**src/rtl/mux4_rr_arbiter.sv**
```systemverilog
// Round-robin owner of a shared 4:1 data mux with bounded-hold preemption.
// Grant, select and pointer are registered; y is a combinational lane pick.
module mux4_rr_arbiter #(
  parameter int WIDTH    = 8,
  parameter int MAX_HOLD = 4
) (
  input  logic               clk,
  input  logic               rst_n,
  input  logic [3:0]         req,
  input  logic [4*WIDTH-1:0] d,
  output logic [3:0]         gnt,
  output logic [1:0]         sel,
  output logic               busy,
  output logic [WIDTH-1:0]   y
);

  localparam int HW = (MAX_HOLD > 1) ? $clog2(MAX_HOLD) : 1;
  localparam logic [HW-1:0] HOLD_TOP =
    (MAX_HOLD > 0) ? HW'(MAX_HOLD - 1) : '0;

  typedef enum logic {
    IDLE,
    GRANT
  } state_e;

  state_e          state_q, state_d;
  logic [3:0]      gnt_q, gnt_d;
  logic [1:0]      sel_q, sel_d;
  logic [1:0]      ptr_q, ptr_d;
  logic [HW-1:0]   hold_q, hold_d;

  logic [3:0]      others;
  logic            own_req;
  logic            do_grant;
  logic [3:0]      cand;
  logic [1:0]      win;

  // First set bit of m searching p, p+1, ... with 2-bit wrap.
  function automatic logic [1:0] pick(
    input logic [3:0] m,
    input logic [1:0] p
  );
    logic [1:0] idx;
    pick = p;
    for (int k = 3; k >= 0; k--) begin
      idx = p + 2'(k);
      if (m[idx]) pick = idx;
    end
  endfunction

  always_comb begin
    others   = req & ~gnt_q;
    own_req  = |(req & gnt_q);
    state_d  = state_q;
    gnt_d    = gnt_q;
    sel_d    = sel_q;
    ptr_d    = ptr_q;
    hold_d   = hold_q;
    do_grant = 1'b0;
    cand     = req;
    unique case (state_q)
      IDLE: begin
        if (|req) do_grant = 1'b1;
      end
      GRANT: begin
        if (!own_req) begin
          if (|others) begin
            do_grant = 1'b1;
            cand     = others;
          end else begin
            state_d = IDLE;
            gnt_d   = '0;
            hold_d  = '0;
          end
        end else if (MAX_HOLD != 0 && hold_q == HOLD_TOP
                     && |others) begin
          do_grant = 1'b1;
          cand     = others;
        end else if (hold_q != HOLD_TOP) begin
          hold_d = hold_q + 1'b1;
        end
      end
    endcase
    win = pick(cand, ptr_q);
    if (do_grant) begin
      state_d = GRANT;
      gnt_d   = 4'b0001 << win;
      sel_d   = win;
      ptr_d   = win + 2'd1;
      hold_d  = '0;
    end
  end

  always_ff @(posedge clk or negedge rst_n) begin
    if (!rst_n) begin
      state_q <= IDLE;
      gnt_q   <= '0;
      sel_q   <= '0;
      ptr_q   <= '0;
      hold_q  <= '0;
    end else begin
      state_q <= state_d;
      gnt_q   <= gnt_d;
      sel_q   <= sel_d;
      ptr_q   <= ptr_d;
      hold_q  <= hold_d;
    end
  end

  assign gnt  = gnt_q;
  assign sel  = sel_q;
  assign busy = |gnt_q;
  assign y    = busy ? d[sel_q*WIDTH +: WIDTH] : '0;

endmodule

```
**config.mk**
```make
export PLATFORM = sky130hd
export DESIGN_NAME = mux4_rr_arbiter
export DESIGN_NICKNAME = d
export VERILOG_FILES = /design/src/rtl/mux4_rr_arbiter.sv
export SDC_FILE = /design/constraint.sdc
export NUM_CORES = 1
export LEC_CHECK = 0
export ABC_AREA = 1
export CAP_MARGIN = 20
export CELL_PAD_IN_SITES_DETAIL_PLACEMENT = 2
export CELL_PAD_IN_SITES_GLOBAL_PLACEMENT = 2
export CORE_ASPECT_RATIO = 1.4
export CORE_UTILIZATION = 19
export CTS_CLUSTER_DIAMETER = 40
export DETAILED_ROUTE_END_ITERATION = 12
export GPL_TIMING_DRIVEN = 0
export HOLD_SLACK_MARGIN = 0.02
export PLACE_DENSITY = 0.88
export SYNTH_ARGS = -nofsm -noshare
export SYNTH_HDL_FRONTEND = slang
export SYNTH_SLANG_ARGS = --single-unit
```
**constraint.sdc**
```tcl
create_clock -name clk -period 2 [get_ports clk]
set_input_delay 0.3 -clock clk [delete_from_list [all_inputs] [get_ports clk]]
set_output_delay 0.3 -clock clk [all_outputs]
set_load 0.01 [all_outputs]
```
# == Yosys cells after proc, flatten, opt, wreduce, memory -nomap -nowiden ==
# Index checks and enable logic that the tools add are counted.
# totals
reg_bits,11
output_inout_bits,15
# op_classes
add_sub_neg,5
n_lt_le_gt_ge,4
n_eq_ne,7
shifts,2
mux,35
bitwise_logic,4
reduce_logical,8
# ops
operator,count
two-way mux 4 bit,8
variable part select 32 x 6 -> 8 bit,1
two-way mux 2 bit,10
OR reduction 4 bit,4
"less-than comparator 2 x 3 -> 1 bit, second input constant",4
two-way mux 1 bit,11
bitwise AND 4 bit,2
binary-select mux 1 bit (select 2 bit),4
two-way mux 8 bit,1
"adder 2 x 1 -> 2 bit, second input constant",3
"!= test 3 bit, second input constant",2
"adder 2 bit, second input constant",2
"!= test 2 bit, second input constant",2
NOT 4 bit,1
AND reduction 4 bit,1
"left shift 1 x 2 -> 4 bit, first input constant",1
"!= test 3 x 1 -> 1 bit, second input constant",1
AND reduction 3 bit,1
"equality test 2 bit, second input constant",1
"!= test 2 x 1 -> 1 bit, second input constant",1
one-hot mux 1 bit (2 select lines),1
nonzero test 2 bit,1
logical AND 1 bit,1
NOT 1 bit,1

# == Depth between registers and ports, before layout ==
# logic_depth
ltp_word,15
ltp_mapped,17

# == Least setup slack after synthesis ==
# No wires, ideal clock.
# synth_timing
path_type,register to register
startpoint,"register gnt_q[0], in the netlist gnt[0]"
endpoint,register ptr_q[1]
setup_ns,0.127
arrival_time_ns,1.624
t_required_ns,1.873
slack_ns,0.249
path_stages_with_launch,18
path_buffers,0
period_less_slack_ns,1.751
path_cell_list,dfrtp_1 -> inv_2 -> nand2_1 -> nand2_1 -> o21ai_2 -> nand2_2 -> nand2_1 -> nand3_1 -> nand2_1 -> nand2_1 -> nand2_1 -> inv_2 -> o21ai_2 -> nand2_1 -> nand2_2 -> nand2_1 -> nand3_2 -> nand3_1
# synth_between
elab_chain_len,14
word_cells_on_any_way,27
classes_between,1 x add/sub; 20 x mux; 3 x bitwise; 3 x reduce/logical
# synth_rtl
element,line_no,text
start: declaration,27,"logic [3:0] gnt_q, gnt_d;"
start signal: assignment,103,gnt_q <= gnt_d;
NOT 4 bit,52,others = req & ~gnt_q;
bitwise AND 4 bit,52,
OR reduction 4 bit,"67, 76",
logical AND 1 bit,76,&& |others) begin
two-way mux 4 bit,75,end else if (MAX_HOLD != 0 && hold_q == HOLD_TOP
two-way mux 4 bit,66,if (!own_req) begin
two-way mux 4 bit,61,unique case (state_q)
binary-select mux 1 bit (select 2 bit),47,if (m[idx]) pick = idx;
two-way mux 1 bit (not written as such),47,
two-way mux 2 bit (4 in series),47,
adder 2 x 1 -> 2 bit,89,ptr_d = win + 2'd1;
end signal: assignment,105,ptr_q <= ptr_d;
end: declaration,29,"logic [1:0] ptr_q, ptr_d;"
# Several ways; a longest one is shown, not always the timed one. The select of a mux whose other input is x is not followed.
# A chain may end at the register's enable or synchronous reset.

# == Worst setup path in the final report ==
# layout_timing
startpoint,"register gnt_q[0], in the netlist gnt[0]"
endpoint,"register gnt_q[2], in the netlist gnt[2]"
# layout_between
elab_chain_len,15
word_cells_on_any_way,32
classes_between,2 x eq/ne; 1 x shift; 21 x mux; 3 x bitwise; 5 x reduce/logical
# layout_rtl
element,line_no,text
NOT 4 bit,52,
bitwise AND 4 bit,52,
OR reduction 4 bit,"67, 76",
logical AND 1 bit,76,
two-way mux 4 bit,75,
two-way mux 4 bit,66,
two-way mux 4 bit,61,
binary-select mux 1 bit (select 2 bit),47,
two-way mux 1 bit (not written as such),47,
two-way mux 2 bit (4 in series),47,
left shift 1 x 2 -> 4 bit,87,gnt_d = 4'b0001 << win;
two-way mux 4 bit,85,if (do_grant) begin
# Several ways; a longest one is shown, not always the timed one. The select of a mux whose other input is x is not followed.

==> key figures <==
Die
  • Core area: 0.00528 mm²
  • Die Area: 0.00590 mm²
  • Chip height: 90.5 µm
  • Initial core utilization: 20.1%
  • I/O pin count: 53
  • Die Wd: 65.2 µm
  • Row cnt: 31

Worst setup path
  • Most frequent CP cell: nand2_2
  • Worst-path maximum fanout: 5
  • Critical Path AT: 2.31 ns
  • Crit path cell chain: inv_2, nand2_1, nand2_1, o21ai_2, nand2_2, nand2_2, nand3_2, nand3_2, nand2_2, o21ai_4, nand2_2, nand2_4, nand4_1, nand2_1
  • WP data required: 2.19 ns
  • Critical path startpoint category: flop
  • Slowest stage delay, CP: 0.43 ns
  • Critical-path cell with the highest stage delay: dfrtp_2
  • Crit path kind: flop to flop
  • Crit. End Element: flop

Global routing
  • First-pass GRT wire length: 8000 µm
  • Largest net degree at the start of global routing: 12
  • Grt ovf: 0
  • Met2 usage: 36.3%
  • GR Util met3: 3.54%
  • Grt met1 use: 16.6%
  • Most Crowded Layer GR: met2
  • Number of global-route vias before repair: 1699
  • Initial antenna violation count: 0
  • Total track usage: 17.5%

Placement
  • GP Congestion: 0.767
  • Port bufs: 52
  • Dpl hpwl: 3800 µm
  • Placed cell areas: 0.00167 mm²

Synth
  • Seq/Total Area, Yosys: 25.9%
  • Leading area contributor after synthesis: dfrtp_1
  • #FFs+latches synth: 11
  • Mapped Area: 0.00106 mm²
  • Predominant post-synthesis flop cell: dfrtp_1
  • Synth Net Count: 226
  • Yosys cell types: 22
  • Ys async rst share: 100%
  • Cells after Synth: 187
  • Avg Cell Area, Syn: 5.68 µm²
  • Count leader, synth: nand2_1
  • Most frequent cells after synthesis: 49 x nand2_1, 38 x nor2_1, 22 x o21ai_0, 17 x nand3_1, 14 x inv_1
  • Synth area leaders: dfrtp_1 26%, nand2_1 17%, nor2_1 13%, o21ai_0 10%, nand3_1 8.0%
  • YS warnings: 0
  • Number of enable flip-flop cells after synthesis: 0
  • Yosys top cell area share: 25.9%

Clock tree
  • CTS Buf Count: 3
  • Htree depth: 1
  • Clock buffer depth: 2
  • Clock Sinks: 11
  • CTS tree: built
  • Root buffer selected by CTS: clkbuf_8
  • Hold buffers post-CTS: 0
  • Clock latency at the later pin of the worst-skew pair: 0.26 ns
  • Clk slew on worst S/H paths: 0.06 ns

Routing
  • Post-DR wirelength/cell: 18.4 µm
  • Initial DRC count: 36
  • Vias per Instance: 4.82
  • Final wirelength: 6070 µm
  • Drt pass-1 iters: 4
  • Via Count: 1585
  • DRC: 0
  • Antenna-violating nets left: 0

Timing
  • Slew Viols, Final: 0
  • Final WS setup: -0.120 ns
  • Fin Hold WS: 0.422 ns
  • Final setup fails: 8
  • Unrepaired setup endpoints after global routing: true
  • Fmax: 0.472 GHz
  • Skew final: 0.000671 ns
  • Hold Vio Cnt, Final: 0
  • Slew HR: 59.1%
  • Final min period: 2.12 ns
  • Worst-Margin Slew: 0.611 ns
  • Period Utilization, post-route: 106%

Outcome
  • Violated checks: negative setup slack
  • Status: complete, but fails checks

Layout
  • Storage cell area: 283 µm²
  • Fillers: 647
  • Final Instance Area: 0.00203 mm²
  • Syn-to-layout area delta: 90.9%
  • Antenna diode count: 0
  • Multi-input gate area: 880 µm²
  • Layout cell share with drive strength beyond 1: 36.1%
  • Final core occ: 38.4%
  • Nets: 303

Flow run
  • # Max-Cap Violations: 0

Pwr
  • Overall power: 3.66 mW
  • Worst VDD drop: 0.735 mV
  • Pwr/cell area: 1810 mW/mm²
  • LEAKAGE: 0.955 nW

Hold path
  • Hold Path Class: input port to async pin
final cells by class:
type                    count  area share (%)
flip-flops and latches     11            13.9
inverters                  19            3.58
well taps                  66            4.07
plain buffers               3           0.987
clock buffers               4            2.22
repair buffers             74            31.8
multi-input cells         152            43.4
state kept, by name (all words and copies together) (netlist names):
register / count
hold_q: 2
sel: 2
state_q: 1
gnt: 4
ptr_q: 2
logic make-up (layout without fill, tap and decap cells):
group	Yosys count	count (layout)	share of synthesized area [%]
and+or+nand+nor	114	114	45.6
xor gates and xnor gates	1	1	0.825
buffers and inverters	24	100	8.60
AOI/OAI and AO/OA	36	36	17.9
DFF	11	11	25.9
adders and majority gates	1	1	1.18
final timing paths:
| check | from | end | slack, ns | cells past startpoint |
|---|---|---|---|---|
| min in group clk | req[2] | state_q | 0.47 | 3 |
| worst max-delay path | gnt[0] | gnt[2] | -0.12 | 14 |
| max in group asynchronous | rst_n | sel[0] | 1.14 | 1 |
| worst max register to register | gnt[0] | gnt[2] | -0.12 | 14 |
| worst min register to register | hold_q[1] | hold_q[1] | 0.51 | 2 |
| worst min-delay path | rst_n | hold_q[1] | 0.42 | 1 |
report_power, final:
| part | switching [mW] | total, mW | internal [mW] |
|---|---|---|---|
| Combinational | 1.72 | 2.95 | 1.23 |
| Clock | 0.115 | 0.257 | 0.142 |
| Sequential | 0.122 | 0.455 | 0.333 |
| Total | 1.96 | 3.66 | 1.70 |
metrics by stage:
stage / std cells / setup TNS, ns / worst slack (ns)
5_1_grt: 329 / -1.57 / -0.270
3_3_place_gp: 305 / -8.56 / -0.631
4_1_cts: 317 / -0.0902 / -0.0373
6_report: 329 / -0.444 / -0.120
3_5_place_dp: 305 / -7.87 / -0.474
2_1_floorplan: 187 / 0 / 0.249
layout by cell type, fill, tap and decap left out, drive strengths merged:
| cell | instances |
|---|---|
| inv | 18 |
| a21oi | 10 |
| clkdlybuf4s50 | 39 |
| nor3 | 1 |
| nand3 | 20 |
| o21ai | 25 |
| xor2 | 1 |
| dfrtp | 11 |
| clkbuf | 14 |
| clkdlybuf4s15 | 2 |
| nand2 | 52 |
| buf | 24 |
| nor2 | 38 |
| o21a | 1 |
| clkinv | 1 |
| dlymetal6s2s | 1 |
| nor4 | 1 |
| ha | 1 |
| nand4 | 2 |
| dlygate4sd2 | 1 |
layer usage:
metal	part of all wire, %	wire [µm]
met3	1.9	113
met5	0	0
met1	38	2310
met2	59	3560
met4	1.4	86
what timing repair did:
action                     CTS  global route
setup endpoints to repair   19            11
pin swaps                   13            24
buffers inserted            10            12
gates resized for setup     46            48
critical path, delay by kind of cell, from the launching register on:
family          cells  cell delay [ns]
compound gates      2             0.38
buf+inv             1             0.06
flops               1             0.43
simple gates       11             1.18
No activity file was read; power rests on OpenSTA's default activity.
